**src/rtl/path.sv**
```systemverilog
// LBIST datapath slice: LFSR pattern source, 2^AW x WIDTH storage array under test,
// and a MISR that compacts every read-back word into a running signature.
module path #(
  parameter int              WIDTH = 8,
  parameter int              AW    = 8,
  parameter logic [WIDTH-1:0] SEED = 8'h01
) (
  output logic [WIDTH-1:0] out,
  output logic [WIDTH-1:0] num,
  input  logic             clk,
  input  logic             reset,
  input  logic             wr,
  input  logic [AW-1:0]    addr
);

  localparam int DEPTH = 1 << AW;

  logic [WIDTH-1:0] lfsr;
  logic [WIDTH-1:0] mem [DEPTH];
  logic [WIDTH-1:0] rdat;
  logic [WIDTH-1:0] lfsr_nxt;
  logic [WIDTH-1:0] misr_nxt;

  // x^8+x^6+x^5+x^4+1, shared by generator and compactor
  function automatic logic [WIDTH-1:0] shift(input logic [WIDTH-1:0] v);
    return {v[WIDTH-2:0], v[7] ^ v[5] ^ v[4] ^ v[3]};
  endfunction

  always_comb begin
    rdat     = mem[addr];
    lfsr_nxt = shift(lfsr);
    misr_nxt = shift(num) ^ rdat;
  end

  always_ff @(posedge clk) begin
    if (reset) begin
      lfsr <= SEED;
      out  <= '0;
      num  <= '0;
    end else begin
      lfsr <= lfsr_nxt;
      if (wr) begin
        out <= lfsr;
      end else begin
        out <= rdat;
        num <= misr_nxt;
      end
    end
  end

  // Array is cleared on reset so unwritten locations read back as zero.
  always_ff @(posedge clk) begin
    if (reset) begin
      for (int i = 0; i < DEPTH; i++) mem[i] <= '0;
    end else if (wr) begin
      mem[addr] <= lfsr;
    end
  end

endmodule

```
**config.mk**
```make
export PLATFORM = sky130hd
export DESIGN_NAME = path
export DESIGN_NICKNAME = d
export VERILOG_FILES = /design/src/rtl/path.sv
export SDC_FILE = /design/constraint.sdc
export NUM_CORES = 2
export LEC_CHECK = 0
export ABC_AREA = 1
export CORE_MARGIN = 10
export CORE_UTILIZATION = 35
export DETAILED_ROUTE_END_ITERATION = 16
export GPL_ROUTABILITY_DRIVEN = 0
export SETUP_SLACK_MARGIN = 0.3
export SLEW_MARGIN = 40
export SYNTH_ARGS = -nofsm -noshare
export SYNTH_HDL_FRONTEND = slang
export SYNTH_SLANG_ARGS = --single-unit
```
**constraint.sdc**
```tcl
create_clock -name clk -period 3.3 [get_ports clk]
set_clock_uncertainty 0.05 [all_clocks]
set_input_delay 0.825 -clock clk [delete_from_list [all_inputs] [get_ports clk]]
set_output_delay 0.825 -clock clk [all_outputs]
set_load 0.03 [all_outputs]
```
Yosys cells after proc, flatten, opt, wreduce, memory -nomap -nowiden

Memory sizes are Yosys's and may differ from the RTL's.
Index checks and enable logic that the tools add are counted.

Muxes and demuxes: 9
Bitwise logic cells: 7
Reduce and logical (&&, ||, !) cells: 1

Operators with widths:

| cell             | count |
|---|---|
| $mux W8          | 3 |
| $reduce_or A8 Y1 | 1 |
| $xor A8 B8 Y8    | 1 |
| $mux W1          | 6 |
| $xor A1 B1 Y1    | 6 |

Flip-flop bits (word level): 24
Bits in writable memories: 2048
Input bits: 11
Word-level logic and storage cells: 21
Memories: 1

Memory list:

| memory | words | width | rd ports | clocked after memory_dff | wr ports | RTL line | source |
|---|---|---|---|---|---|---|---|
| mem    | 256   | 8     | 1        | 0                        | 256      | 19       | `logic [WIDTH-1:0] mem [DEPTH];` |

Depth between registers and ports, before layout

Depth after elaboration: 5
Mapped depth: 21

Worst setup path before layout

OpenSTA, ideal clock, no wires.

Kind: input -> register
Start: in wr
End: mem mem[66][0], enable pin
Setup time: 329 ps
Arrival time: 2491 ps
Path slack: 431 ps
Stages on the path: 9
Cells stage by stage: buf_2 inv_2 nor2_2 inv_2 buf_6 buf_2 nor3_2 nand2_1 nand2_1

RTL lines:

| element     | RTL line | source |
|---|---|---|
| from (decl) | 12       | `input logic wr,` |
| to (decl)   | 19       |  |

Final worst setup path

Start: reg out[0]
End: out out[0]

RTL lines:

| element                | RTL line | source |
|---|---|---|
| from (decl)            | 8        | `output logic [WIDTH-1:0] out,` |
| from (signal assigned) | 43       | `out <= lfsr;` |
| from (signal assigned) | 45       | `out <= rdat;` |

No word-level cell between the ends.

==> impl_metrics.py <==
metrics = {
    "sta": {
        "slew-limit-headroom_pct": 39.4,
        "rsz0062_at_grt": "no",
        "setup_tns_ns": 0,
        "min_period_ns": 2.93,
        "finalHoldViolations": 0,
        "worst_slew_pin_slew_ns": 0.908,
        "fmax_ghz": 0.341,
        "finalCritPeriodShare_pct": 88.9,
        "maxSlewViolCount": 0,
        "hold_slack_ns": 0.539,
        "setup_violations": 0,
    },
    "setup_path": {
        "cpPeakStageDelay_ns": 0.74,
        "rr_worst_depth": 15,
        "arrival_ns": 2.06,
        "cp.required_ns": 2.42,
        "path_delay_family": "buffers and inverters",
        "endpoint_kind": "primary output",
        "r2r_slack_ns": 0.96,
        "crit_chain": "clkdlybuf4s50_1",
        "cp_max_fo": 1,
        "r2r-start": "mem[241][5]",
        "path_class": "reg -> out",
        "crit_buf_inv": 1,
        "reg2reg_to": "out[5]",
        "slowest_stage": "clkdlybuf4s50_1",
        "cp-start-kind": "flop",
    },
    "route": {
        "ant_nets": 0,
        "routed_wl_um": 312000,
        "route.detailed.drc": 0,
        "vias": 75700,
        "avgViaCountPerCell": 5.11,
        "wl_per_cell_um": 21.1,
        "drtIter0Drc": 8618,
        "dr.pass1.iters": 8,
    },
    "yosys": {
        "ys_async_sr_fraction_pct": 0,
        "syn_area_mm2": 0.0950,
        "yosysTopAreaCell": "edfxtp_1",
        "synth_edf_count": 2048,
        "synth_nets": 10500,
        "synth_common_cells": "4,909 x nand2_1, 2,380 x nor2_1, 2,048 x edfxtp_1",
        "synth_seq_cells": 2072,
        "synth_seq_area_share_pct": 65.3,
        "avgSynthCellArea_um2": 9.05,
        "yosysMostFrequentCell": "nand2_1",
        "synthTopCellsByArea": "edfxtp_1 65%, nand2_1 19%, nor2_1 9.4%",
        "ys_types": 29,
        "syn_inst": 10500,
        "ys_warn_count": 0,
        "synth_top_area_share_pct": 64.8,
        "synth-main-ff-cell": "edfxtp_1",
    },
    "placed_design": {
        "dpl.hpwl_um": 210000,
        "port_buffers": 26,
    },
    "floorplanning": {
        "die_x_um": 541,
        "start_util_pct": 35.1,
        "fp.dieH_um": 541,
        "fp-row-count": 191,
        "die_area_mm2": 0.293,
        "core_mm2": 0.271,
        "pin_count": 27,
    },
    "power_and_ir_drop": {
        "power_mw": 59.1,
        "power.leakage_nw": 47.0,
        "ir_drop_mv": 0.454,
        "power_density_mw_per_mm2": 513,
    },
    "finish": {
        "layout-drive-gt1-share_pct": 12.2,
        "multi_input_area_mm2": 0.0299,
        "post-route-util_pct": 42.6,
        "area.sequential_mm2": 0.0620,
        "syn_to_final_growth_pct": 21.4,
        "nets": 11100,
        "fill_cells": 25900,
    },
    "grt": {
        "grt_pass1_wl_um": 464000,
        "grt_usage_pct": 20.6,
        "grt_pass1_vias": 73700,
        "grt_start_max_net_pins": 121,
        "antenna_found_initial": 11,
        "gr-total-overflow": 0,
    },
    "outcome": {
        "status": "completed",
    },
    "cts": {
        "cts_buffers": 217,
        "cts.htree.levels": 4,
        "clk_pin_slew_ns": 0.06,
        "clockBufferDepth": 3,
        "cts-root-buf": "clkbuf_16",
        "clk_latency_ns": 0.90,
        "cts_tree": "built",
        "cts_setup_buffers": 0,
        "cts.sink_count": 2072,
    },
    "hold_path": {
        "worstHoldStart": "num[7]",
        "hold_path_end": "num[7]",
        "min_path_cells": 2,
        "hold_path_class": "reg -> reg",
    },
    "flow_run": {
        "drv_cap": 0,
    },
}
-- registers in the layout (all words and copies together), names as in the netlist --
name,count
mem,2048
lfsr,8
out,8
num,8
-- through the flow --
step           cell area [µm²]  instances  worst slack, ns
2_1_floorplan            95000      10500            0.431
6_report                115000      14800            0.366
4_1_cts                 115000      14800            0.306
5_1_grt                 115000      14800            0.332
3_3_place_gp            108000      14400           -0.333
3_5_place_dp            108000      14400           -0.280
-- routing by layer --
layer  vias up  part of all wire [%]  global-route usage, %
met5         -                0.0087                      0
met4         4                   5.1                   9.52
met3       686                   8.6                   3.44
met2      3450                    47                   34.0
met1     36700                    39                   26.7
li1      34900                     -                      -
-- cell families (layout without fill, tap and decap cells) --
group | after synthesis | in the layout | synth area share [%]
xor+xnor | 5 | 5 | 0.0461
flops | 2072 | 2072 | 65.3
compound gates | 133 | 133 | 0.805
other cells | 0 | 7 | 0
simple gates | 7574 | 7574 | 30.6
buf+inv | 704 | 1444 | 3.33
-- report_power, final --
part	leakage [nW]	internal [mW]	switching [mW]
combinational	22.3	1.68	3.56
clock	3.33	13.4	10.5
sequential	21.3	29.7	0.298
total	47.0	44.8	14.3
-- worst max-delay path by stage --
stage | startpoint | to | slack, ns | depth (start not counted)
6_report | out[0] | out[0] | 0.37 | 1
5_1_grt | out[1] | out[1] | 0.33 | 1
4_1_cts | out[4] | out[4] | 0.31 | 1
3_5_place_dp | addr[0] | num[6] | -0.28 | 20
3_3_place_gp | addr[0] | num[5] | -0.33 | 20
2_1_floorplan | wr | mem[66][0] | 0.43 | 9
-- layout by cell type (no fill, tap or decap), types with 3 or more instances in the layout --
cell                n
nand2_1          4908
nor2_1           2377
edfxtp_1         2048
buf_4             642
buf_12            334
clkbuf_16         219
nand3_1           137
nand4_1            78
clkbuf_1           54
clkinv_1           51
o21ai_0            47
nand2_2            41
a21oi_1            36
clkinv_2           36
a22oi_1            34
dfxtp_1            24
inv_1              19
bufinv_16          15
inv_2              14
clkdlybuf4s50_1    14
nor3_2             13
inv_8              11
dlygate4sd2_1      10
diode_2             7
nor3_4              7
o22ai_1             7
o21ai_1             7
clkinv_16           7
nor2_2              6
nor2_4              5
clkinvlp_4          4
xnor2_1             3
clkinv_8            3
clkbuf_8            3
-- final cells by class --
class | instances | area share, %
inverters | 47 | 0.243
repair buffers | 1003 | 10.2
flip-flops and latches | 2072 | 53.7
clock buffers | 276 | 4.96
well taps | 3570 | 3.87
clock inverters | 118 | 0.979
diodes | 7 | 0.0152
multi-input cells | 7712 | 26.0
-- repair_timing --
item / CTS / global route
gates resized for setup: 10 / 0
hold endpoints to repair: 0 / 0
setup endpoints to repair: 10 / 0
hold buffers: 0 / 0
No activity file was read; power rests on OpenSTA's default activity.
